===== src/rtl/led_blink_scheduler.sv =====
// Round-robin LED sharer: grants one requester at a time and plays its blink burst on led_out.
// Latency: req seen in IDLE -> grant and led_out one clock later; every output is registered.
// Backpressure: req is level-held by the requester; requests wait while busy, nothing is queued.
module led_blink_scheduler #(
    parameter int                     NUM_REQ     = 4,
    parameter int                     COUNT_WIDTH = 32,
    parameter logic [COUNT_WIDTH-1:0] TICK_LIMIT  = 32'h02FAF07F,
    parameter int                     BLINK_W     = 4,
    parameter int                     GAP_TICKS   = 2
) (
    input  logic                       clk,
    input  logic                       reset,
    input  logic [NUM_REQ-1:0]         req,
    input  logic [NUM_REQ*BLINK_W-1:0] blink_count,
    output logic [NUM_REQ-1:0]         grant,
    output logic [NUM_REQ-1:0]         done,
    output logic                       busy,
    output logic                       led_out
);
    localparam int IDX_W = $clog2(NUM_REQ);
    localparam int GAP_W = $clog2(GAP_TICKS + 1);

    // S_SKIP holds the grant for one dark cycle when a zero-length burst is requested
    typedef enum logic [2:0] {
        S_IDLE,
        S_ON,
        S_OFF,
        S_GAP,
        S_SKIP,
        S_DONE
    } state_t;

    state_t               state_q, state_d;
    logic [IDX_W-1:0]     idx_q, idx_d;
    logic [IDX_W-1:0]     rr_q, rr_d;
    logic [BLINK_W-1:0]   rem_q, rem_d;
    logic [GAP_W-1:0]     gap_q, gap_d;
    logic [COUNT_WIDTH-1:0] cnt_q;
    logic                 tick;
    logic                 win_found;
    logic [IDX_W-1:0]     win_idx;
    logic [BLINK_W-1:0]   win_cnt;
    logic [NUM_REQ-1:0]   grant_d;
    int                   cand;

    assign tick = (cnt_q == TICK_LIMIT);

    always_comb begin
        win_found = 1'b0;
        win_idx   = rr_q;
        cand      = 0;
        for (int i = 0; i < NUM_REQ; i++) begin
            cand = (int'(rr_q) + i) % NUM_REQ;
            if (!win_found && req[IDX_W'(cand)]) begin
                win_found = 1'b1;
                win_idx   = IDX_W'(cand);
            end
        end
        win_cnt = '0;
        for (int i = 0; i < NUM_REQ; i++) begin
            if (win_idx == IDX_W'(i)) begin
                win_cnt = blink_count[i*BLINK_W +: BLINK_W];
            end
        end
    end

    always_comb begin
        state_d = state_q;
        idx_d   = idx_q;
        rr_d    = rr_q;
        rem_d   = rem_q;
        gap_d   = gap_q;
        case (state_q)
            S_IDLE: begin
                if (win_found) begin
                    idx_d   = win_idx;
                    rem_d   = win_cnt;
                    state_d = (win_cnt != '0) ? S_ON : S_SKIP;
                end
            end
            S_ON: begin
                if (tick) begin
                    rem_d = rem_q - BLINK_W'(1);
                    if (rem_q == BLINK_W'(1)) begin
                        gap_d   = '0;
                        state_d = S_GAP;
                    end else begin
                        state_d = S_OFF;
                    end
                end
            end
            S_OFF: begin
                if (tick) state_d = S_ON;
            end
            S_GAP: begin
                if (tick) begin
                    if (gap_q == GAP_W'(GAP_TICKS - 1)) state_d = S_DONE;
                    else gap_d = gap_q + GAP_W'(1);
                end
            end
            S_SKIP: state_d = S_DONE;
            S_DONE: begin
                rr_d    = (idx_q == IDX_W'(NUM_REQ - 1)) ? '0 : idx_q + IDX_W'(1);
                state_d = S_IDLE;
            end
            default: state_d = S_IDLE;
        endcase

        grant_d = '0;
        if (state_d != S_IDLE) grant_d[idx_d] = 1'b1;
    end

    // Outputs are registered from next-state so they line up with the state they describe
    always_ff @(posedge clk) begin
        if (reset) begin
            state_q <= S_IDLE;
            idx_q   <= '0;
            rr_q    <= '0;
            rem_q   <= '0;
            gap_q   <= '0;
            cnt_q   <= '0;
            grant   <= '0;
            done    <= '0;
            busy    <= 1'b0;
            led_out <= 1'b0;
        end else begin
            state_q <= state_d;
            idx_q   <= idx_d;
            rr_q    <= rr_d;
            rem_q   <= rem_d;
            gap_q   <= gap_d;
            if ((state_q == S_IDLE && win_found) || tick) cnt_q <= '0;
            else cnt_q <= cnt_q + COUNT_WIDTH'(1);
            grant   <= grant_d;
            done    <= (state_d == S_DONE) ? grant_d : '0;
            busy    <= (state_d != S_IDLE);
            led_out <= (state_d == S_ON);
        end
    end
endmodule


===== config.mk =====
export PLATFORM = sky130hd
export DESIGN_NAME = led_blink_scheduler
export DESIGN_NICKNAME = d
export VERILOG_FILES = /design/src/rtl/led_blink_scheduler.sv
export SDC_FILE = /design/constraint.sdc
export NUM_CORES = 1
export LEC_CHECK = 0
export ABC_AREA = 1
export CORE_MARGIN = 4
export CORE_UTILIZATION = 45
export CTS_CLUSTER_DIAMETER = 150
export DETAILED_ROUTE_END_ITERATION = 12
export GPL_ROUTABILITY_DRIVEN = 1
export PLACE_DENSITY_LB_ADDON = 0.3
export SLEW_MARGIN = 10
export SYNTH_ARGS = -nofsm -noshare
export SYNTH_HDL_FRONTEND = slang
export SYNTH_SLANG_ARGS = --single-unit

===== constraint.sdc =====
create_clock -name clk -period 2.6 [get_ports clk]
set_input_delay 0.39 -clock clk [delete_from_list [all_inputs] [get_ports clk]]
set_output_delay 0.39 -clock clk [all_outputs]
set_load 0.01 [all_outputs]

# Word level (Yosys, flattened, before mapping)
# Index checks and enable logic that the tools add are counted.
dict set report totals {
  reg_bits 55
  in_bits 22
  out_inout_bits 10
  wordCells 107
}
dict set report classes {
  n_addsub 7
  magnitude_cmp 6
  eq_ne 19
  mux 45
  bitwise_logic 1
  n_reduce_logical 19
}
# operator count
set op_table {}
lappend op_table {{adder 32 x 1 -> 32 bit (second input constant)} 1}
lappend op_table {{equality test 32 x 26 -> 1 bit (second input constant)} 1}
lappend op_table {{2-to-1 mux 4 bit} 7}
lappend op_table {{2-to-1 mux 2 bit} 10}
lappend op_table {{2-to-1 mux 3 bit} 6}
lappend op_table {{< comparator 2 x 4 -> 1 bit (second input constant)} 4}
lappend op_table {{case mux 3 bit (5 select lines)} 1}
lappend op_table {{2-to-1 mux 1 bit} 14}
lappend op_table {{!= test 2 bit (second input constant)} 5}
lappend op_table {{equality test 3 bit (second input constant)} 3}
lappend op_table {{binary-select mux 1 bit (select 2 bit)} 4}
lappend op_table {{case mux 4 bit (2 select lines)} 1}
lappend op_table {{adder 2 x 1 -> 2 bit (second input constant)} 3}
lappend op_table {{equality test 2 bit (second input constant)} 3}
lappend op_table {{equality test 3 x 1 -> 1 bit (second input constant)} 2}
lappend op_table {{equality test 3 x 2 -> 1 bit (second input constant)} 2}
lappend op_table {{logical AND 1 bit} 5}
lappend op_table {{AND reduction 5 bit} 1}
lappend op_table {{adder 2 bit (second input constant)} 2}
lappend op_table {{equality test 2 x 1 -> 1 bit (second input constant)} 2}
lappend op_table {{equality test 4 x 1 -> 1 bit (second input constant)} 1}
lappend op_table {{case mux 2 bit (2 select lines)} 1}
lappend op_table {{nonzero test 2 bit} 2}
lappend op_table {{nonzero test 4 bit} 1}
lappend op_table {{12 further kinds} 15}

# Logic depth before layout (Yosys ltp)
# Gate-level depths: netlist (run 1).
dict set report logic_depth {
  ltp_word 25
  ltp_mapped 21
  mapped_depth_nobuf 20
}

# Least setup slack after synthesis (run 1)
# Ideal clock, no wire load.
dict set report synth_path {
  path_kind {reg2reg}
  startpoint {register cnt_q[0]}
  endpoint {register cnt_q[26]}
  setup_ns 0.120
  arrival_time_ns 2.034
  t_required_ns 2.480
  setup_slack_ns 0.446
  stages_incl_launch_ff 17
  n_path_buf 0
  synth_period_minus_slack_ns 2.154
  cell_sequence {dfxtp_1 -> ha_1 -> nand2_1 -> inv_2 -> nand2_2 -> nor2_4 -> inv_2 -> nor2_2 -> nand2_1 -> nor3_4 -> nand2_2 -> nor3_2 -> nand4_1 -> nor4_2 -> nand2_1 -> nor2_1 -> nor3b_2}
}
dict set report synth_via {
  elab_chain_cells 3
  elab_cells_between_ends 4
  classes_between {1 x add/sub; 1 x eq/ne; 2 x reduce/logical}
}
# element line_no
set synth_lines {}
lappend synth_lines {{start: declaration} 38} ;# logic [COUNT_WIDTH-1:0] cnt_q;
lappend synth_lines {{start signal: assignment} 133} ;# else cnt_q <= cnt_q + COUNT_WIDTH'(1);
lappend synth_lines {{parallel branches: the longest is 3 deep, another holds adder 32 x 1 -> 32 bit} n/a}
# Several ways; the timed one is not identified.
# A chain may end at the register's enable or synchronous reset.

# Final worst setup path (run 1)
dict set report layout_path {
  startpoint {register cnt_q[0]}
  endpoint {register cnt_q[28]}
}
# The elaborated chain is that of the path after synthesis.

==> metrics.md, run 1 <==
| Metric | Value |
|---|---|
| Initial core utilization | `0.4723` |
| Drt wl/cell | `12.21 microns` |
| Area share of the largest cell type after synthesis | `0.3357` |
| Nets@finish | `between 500 and 600` |
| Worst-path clk slew | `around 0.1 ns` |
| Synth area leader | `dfxtp_1` |
| Initial drt markers | `between 80 and 90` |
| CP Data Required Time | `between 2 and 3 ns` |
| Mapped Area | `3279 sq um` |
| Simple-Gate Fraction of Synth Area | `0.4533` |
| Worst Path Max Fanout | `4` |
| Final worst path period share | `0.9371` |
| F_max | `a little over 0.4 GHz` |
| Row count | `30` |
| Grt ovf | `0` |
| H-tree levels | `2` |
| Synth-to-layout area growth | `21.67%` |
| Root Driver | `clkbuf_8` |
| Slew at the pin with the worst max-slew slack | `around 0.53 ns` |
| Routed Antenna Nets | `0` |
| Final setup viols | `0` |
| CTS tree | `yes` |
| Largest net degree at the start of global routing | `33` |
| Metal1 wirelength | `about 3200 microns` |
| R2R setup slack | `between 0.15 and 0.2 ns` |
| Vias after detailed routing | `3183` |
| Post-route DRC | `0` |
| CTS max path bufs | `2` |
| Clock latency on the worst-skew pair | `between 0.3 and 0.4 ns` |
| Hold WS | `roughly 0.42 ns` |
| Largest cells by area after synthesis | `dfxtp_1 (34%), nand2_1 (8.9%), nor2_1 (6.6%)` |
| Status | `finished clean` |
| Worst slew margin | `0.6423` |
| Clk sink count | `55` |
| VDD IR max | `0.0003282 V` |
| Post-synth top cells | `nand2_1 (78), nor2_1 (58), dfxtp_1 (55)` |
| Io pins | `32` |
| Overall Global Routing Usage | `0.1703` |
| Critical Path Start Type | `flop` |
| Die Area | `between 8000 and 9000 sq um` |
| Hpwl dp | `around 5500 microns` |
| Critical path class | `reg -> reg` |
| Final hold violations | `0` |
| Fraction of layout cells with a size suffix above 1 | `0.1845` |
| Final wirelength | `roughly 7300 microns` |
| Critical path arrival | `around 2.7 ns` |
| Cell area after layout | `around 4000 sq um` |
| Post-Syn Nets | `between 400 and 500` |
| Port Buf Inserts | `31` |
| Compound-gate portion of the synthesized area | `0.1007` |
| Initial antenna violation count | `0` |
| Vias in the first global route | `between 2000 and 3000` |
| Worst min path class | `reg -> reg` |
| Synth Area in Adders | `0.01908` |
| Total chip power | `between 0.002 and 0.003 W` |
| Routability cong. | `between 0.8 and 0.9` |
| Pleak | `between 1.5 and 2 nW` |
| Post-synth EDFFs | `0` |
| CTS buffer count | `5` |
| Average cell area after synthesis | `between 7 and 8 sq um` |
| Die height | `around 93 microns` |
| Die width | `about 93 microns` |
| Gate Count Post-Synth | `452` |
| Clock skew | `0.007811 ns` |
| CTS hold repair buffers | `0` |
| Core Footprint | `6944 sq um` |
| Vias per cell | `around 5.3` |
| FFs w/ async S/R, synth | `0` |
| Power per cell area | `664.3 nW/um^2` |
| Placed cell area | `approximately 3800 sq um` |
| Top routing layer in use | `met4` |
| Final worst path period need | `~2.4 ns` |
| Met2 WL | `~3600 microns` |
| Post-synthesis mux area share | `0` |
| Ant diodes | `0` |
| Unique cell type count in the Yosys netlist | `49` |
| Max-cap violations | `0` |
| Seq/Total Area, Yosys | `0.3357` |
| CP Capture Type | `flop` |
| Register bit total from synthesis | `55` |
| Met3 wire len | `approximately 470 microns` |
| Xor/xnor cell area share of the yosys netlist | `0.01335` |
| Slew Limit Fails | `0` |
| First-pass DRT Iterations | `5` |
| Synth Warn # | `0` |
| Count leader, synth | `nand2_1` |
| Post-synth top flop | `dfxtp_1` |
| RSZ-0062 raised after global routing | `true` |
| First-pass GRT wire length | `approximately 12000 microns` |
| Main combinational cell family by area after synthesis | `simple AND/OR/NAND/NOR gates` |
## final cells by class
type / count / area (sq um)
clock inverters: 3 / 25.02
repair buffers: 50 / 465.4
clock buffers: 5 / 68.82
inverters: 55 / 216.5
well taps: 96 / 120.1
multi-input cells: 336 / 1991
flip-flops and latches: 55 / 1104
fillers: 643 / 2954
## metal layers
layer  up-vias  track usage
met2        98       0.3091
li1       1623            -
met4         0      0.03175
met5         -            0
met3         6      0.03298
met1      1456       0.2087
## critical path, cell delays in order (launching register included)
cell	delay, ns
dfxtp_2	0.35
ha_1	0.16
nand2_1	0.07
inv_2	0.06
nand2_2	0.09
nor2_4	0.13
inv_2	0.07
nor2_4	0.09
nand2_2	0.08
nor3_4	0.15
nand2_2	0.13
nor3_4	0.14
nand4_1	0.24
nor4_4	0.25
nand2_1	0.12
nor2_1	0.14
nor3b_2	0.06
## what timing repair did
item	CTS	global route
endpoints found under the setup margin	0	12
gates resized for setup	0	14
setup buffers	0	3
## placed cells by master (no fill, tap or decap), types with 3 or more instances in the layout
cell type,netlist,final
nand3_1,24,24
o21ai_0,16,16
ha_1,5,5
nand2_2,19,21
inv_2,3,3
nor2_4,1,4
clkbuf_8,0,5
clkdlybuf4s50_1,0,31
a31oi_1,5,5
dfxtp_1,55,53
buf_4,0,18
nand4_1,27,27
nor4_1,8,7
a21oi_1,17,17
xor2_1,3,3
nor2_1,58,57
inv_1,50,50
nor3b_1,7,7
or2_2,7,7
nor3_1,16,16
nand2_4,7,7
nand2_1,78,76
## final timing paths
path,startpoint,end,depth (start not counted)
worst max-delay path,cnt_q[0]$_SDFF_PP0_,cnt_q[28]$_SDFF_PP0_,16
worst min-delay path,cnt_q[0]$_SDFF_PP0_,cnt_q[0]$_SDFF_PP0_,1
worst max register to register,cnt_q[0]$_SDFF_PP0_,cnt_q[28]$_SDFF_PP0_,16
worst min register to register,cnt_q[0]$_SDFF_PP0_,cnt_q[0]$_SDFF_PP0_,1
## power by group
group          internal (W)  switching (W)
combinational      0.000504       0.000651
sequential         0.000949      0.0000651
clock              0.000193       0.000289
total               0.00165        0.00100
## cells by family after synthesis
group	count (synthesis)
fa+ha+maj	5
buf+inv	61
compound gates	53
xor+xnor	5
flops	55
simple gates	273
## flip-flops by register name, summed over array words and instances (netlist names)
| register | count |
|---|---|
| busy | 1 |
| cnt_q | 32 |
| done | 4 |
| gap_q | 2 |
| grant | 4 |
| idx_q | 2 |
| led_out | 1 |
| rem_q | 4 |
| rr_q | 2 |
| state_q | 3 |
## per-stage QoR
stage,util,std cells,worst slack (ns),setup TNS [ns]
after detailed placement,0.5477,589,-0.1469,-1.170
after global placement,0.5477,589,-0.06923,-0.5126
after global routing,0.5746,600,-0.06391,-0.1922
final,0.5746,600,0.1635,0
after CTS,0.5613,597,0.06633,0
after floorplan,-,452,0.4463,0
Power figures use the tool's default switching activity.
==> run 2, diff against run 1 <==
--- a/config.mk
+++ b/config.mk
@@ -6,12 +6,12 @@
 export NUM_CORES = 1
 export LEC_CHECK = 0
 export ABC_AREA = 1
-export CORE_MARGIN = 4
+export CORE_MARGIN = 2
 export CORE_UTILIZATION = 45
 export CTS_CLUSTER_DIAMETER = 150
 export DETAILED_ROUTE_END_ITERATION = 12
 export GPL_ROUTABILITY_DRIVEN = 1
-export PLACE_DENSITY_LB_ADDON = 0.3
+export PLACE_DENSITY = 0.61
 export SLEW_MARGIN = 10
 export SYNTH_ARGS = -nofsm -noshare
 export SYNTH_HDL_FRONTEND = slang
==> run 2 against run 1 <==
Global-route usage rose by 1.9 points. Count of clock-buffer cells in the layout rose by 1. First-iteration DRC count rose by 28%. Die area fell by 8.4%. Sequential share of layout area fell by 0.76 points. Power rose by 7.7%. Register-to-register slack barely moved. Flip-flop and latch count did not move. Non-clock buffer count rose by 5. Routed wire length rose by 0.18%. Clock skew rose by 0.0026 ns.
==> metrics.md, run 2 (synthesis gave the netlist of run 1 again) <==
| Metric | Value |
|---|---|
| Die width | `89.37 microns (was 93.37 microns)` |
| Vias after detailed routing | `3086 (was 3183)` |
| CP delay by family, top | `simple AND/OR/NAND/NOR gates (unchanged)` |
| Vias per cell | `5.076 (was 5.305)` |
| Worst-path clk slew | `0.09 ns (was 0.10 ns)` |
| Initial core utilization | `0.4595 (was 0.4723)` |
| Final worst setup slack | `0.1731 ns (was 0.1635 ns)` |
| Initial antenna violation count | `0 (unchanged)` |
| VDD IR max | `0.0002953 V (was 0.0003282 V)` |
| F_max | `0.4121 GHz (was 0.4104 GHz)` |
| Pre-CTS setup slack | `-0.1460 ns (was -0.1469 ns)` |
| Die Area | `7986 sq um (was 8717 sq um)` |
| CP cell instances | `ha_4 -> nand2_1 -> inv_2 -> nand2_4 -> nor2_4 -> inv_2 -> nor2_4 -> nand2_4 -> nor3_4 -> nand2_2 -> nor3_2 -> nand4_1 -> nor4_4 -> nand2_1 -> nor2_1 -> nor3b_2 (was ha_1 -> nand2_1 -> inv_2 -> nand2_2 -> nor2_4 -> inv_2 -> nor2_4 -> nand2_2 -> nor3_4 -> nand2_2 -> nor3_4 -> nand4_1 -> nor4_4 -> nand2_1 -> nor2_1 -> nor3b_2)` |
| Largest stage delay, worst path | `0.37 ns (was 0.35 ns)` |
| Post-route insts no fill | `608 (was 600)` |
| Most flops, register | `cnt_q (unchanged)` |
| Root Driver | `clkbuf_8 (unchanged)` |
| Post-route setup TNS | `0 ns (unchanged)` |
| H-tree levels | `2 (unchanged)` |
| First-pass GRT wire length | `12240 microns (was 12440 microns)` |
| Max reg flops | `32 (unchanged)` |
| CTS tree | `yes (unchanged)` |
| Clock skew | `0.01043 ns (was 0.007811 ns)` |
| RSZ-0062 raised after global routing | `true (unchanged)` |
| Max-cap violations | `0 (unchanged)` |
| Initial drt markers | `111 (was 87)` |
| Clk sink count | `55 (unchanged)` |
| Fillers | `707 (was 643)` |
| CTS buffer count | `5 (unchanged)` |
| Worst slew margin | `0.6640 (was 0.6423)` |
| # placed instances | `594 (was 589)` |
| Die height | `89.37 microns (was 93.37 microns)` |
| Hpwl dp | `5432 microns (was 5544 microns)` |
| Port Buf Inserts | `31 (unchanged)` |
| Worst min path class | `reg -> reg (unchanged)` |
| First-pass DRT Iterations | `4 (was 5)` |
| Post-route DRC | `0 (unchanged)` |
| Slew Limit Fails | `0 (unchanged)` |
| Most frequent cells in the layout | `nand2_1 (76), nor2_1 (55), dfxtp_1 (52) (was nand2_1 (76), nor2_1 (57), dfxtp_1 (53))` |
| CTS max path bufs | `2 (unchanged)` |
| Io pins | `32 (unchanged)` |
| Final worst path period need | `2.427 ns (was 2.437 ns)` |
| Crit-path slowest cell | `dfxtp_2 (unchanged)` |
| Critical path arrival | `2.63 ns (was 2.65 ns)` |
| Routability cong. | `0.8440 (was 0.8792)` |
| Routed Antenna Nets | `0 (unchanged)` |
| Fraction of layout cells with a size suffix above 1 | `0.2004 (was 0.1845)` |
| Critical Path Start Type | `flop (unchanged)` |
| Grt ovf | `0 (unchanged)` |
| Most common cell after layout, fill and taps aside | `nand2_1 (unchanged)` |
| Synth-to-layout area growth | `25.26% (was 21.67%)` |
| Worst Path Max Fanout | `4 (unchanged)` |
| Final hold violations | `0 (unchanged)` |
| Slew at the pin with the worst max-slew slack | `0.5006 ns (was 0.5317 ns)` |
| CP Capture Type | `flop (unchanged)` |
| Status | `finished clean (unchanged)` |
| Pleak | `1.587 nW (was 1.511 nW)` |
| Row count | `31 (was 30)` |
| Final wirelength | `7336 microns (was 7323 microns)` |
| CP Data Required Time | `2.80 ns (was 2.81 ns)` |
| Core Footprint | `7137 sq um (was 6944 sq um)` |
| Drt wl/cell | `12.07 microns (was 12.21 microns)` |
| Power per cell area | `695.0 nW/um^2 (was 664.3 nW/um^2)` |
| Nets@finish | `535 (was 530)` |
| Overall Global Routing Usage | `0.1895 (was 0.1703)` |
| CP bufs+invs | `2 (unchanged)` |
| Vias in the first global route | `2848 (was 2911)` |
| Critical path class | `reg -> reg (unchanged)` |
| CTS hold repair buffers | `0 (unchanged)` |
| Clock latency on the worst-skew pair | `0.31 ns (about the same)` |
| Final worst path period share | `0.9334 (was 0.9371)` |
| Ant diodes | `0 (unchanged)` |
| Largest net degree at the start of global routing | `33 (unchanged)` |
| Final setup viols | `0 (unchanged)` |
-- run 2: worst register-to-register path, stage by stage, from the launching register on --
cell and delay, ns:
dfxtp_2 0.37, ha_4 0.14, nand2_1 0.06, inv_2 0.08, nand2_4 0.06, nor2_4 0.12
inv_2 0.07, nor2_4 0.12, nand2_4 0.08, nor3_4 0.22, nand2_2 0.11, nor3_2 0.16
nand4_1 0.19, nor4_4 0.24, nand2_1 0.12, nor2_1 0.13, nor3b_2 0.05
-- run 2: repair_timing --
item,CTS,global route
setup buffers,0,6
endpoints found under the setup margin,0,14
gates resized for setup,0,22
-- run 2: layout make-up --
cell class                 instances  area, sq um  area share
multi-input combinational        336         2027      0.4935
clock inverter                     2        60.06     0.01462
timing repair buffer              55        503.0      0.1224
inverter                          55        216.5     0.05270
tap                               99        123.9     0.03016
sequential                        55         1105      0.2690
clock buffer                       6        72.57     0.01767
-- run 2: power by group --
group          total, W  leakage [nW]  switching (W)  internal [W]
sequential      0.00102         0.447      0.0000688      0.000949
combinational   0.00118          1.07       0.000664      0.000515
clock          0.000658        0.0654       0.000273      0.000385
-- run 2: per-stage QoR --
| stage | total power (W) | cell area (sq um) | hold slack [ns] | util |
|---|---|---|---|---|
| 2_1_floorplan | 0.001760 | 3279 | 0.4132 | - |
| 3_3_place_gp | 0.002121 | 3822 | 0.4255 | 0.5356 |
| 3_5_place_dp | 0.002142 | 3822 | 0.4516 | 0.5356 |
| 4_1_cts | 0.002813 | 3955 | 0.4689 | 0.5542 |
| 5_1_grt | 0.003066 | 4108 | 0.5365 | 0.5756 |
| 6_report | 0.002855 | 4108 | 0.5049 | 0.5756 |
-- run 2: worst paths after layout --
check / start / slack (ns) / to / cells past startpoint
max: cnt_q[0]$_SDFF_PP0_ / 0.17 / cnt_q[28]$_SDFF_PP0_ / 16
min: cnt_q[16]$_SDFF_PP0_ / 0.50 / cnt_q[16]$_SDFF_PP0_ / 2
max reg2reg: cnt_q[0]$_SDFF_PP0_ / 0.17 / cnt_q[28]$_SDFF_PP0_ / 16
min reg2reg: cnt_q[16]$_SDFF_PP0_ / 0.50 / cnt_q[16]$_SDFF_PP0_ / 2
-- run 2: layer usage --
| layer | part of all wire | GRT usage | up-vias |
|---|---|---|---|
| met5 | 0 | 0 | - |
| met4 | 0.018 | 0.05970 | 0 |
| met3 | 0.037 | 0.03324 | 15 |
| met2 | 0.48 | 0.3246 | 51 |
| met1 | 0.46 | 0.2421 | 1396 |
| li1 | - | - | 1624 |
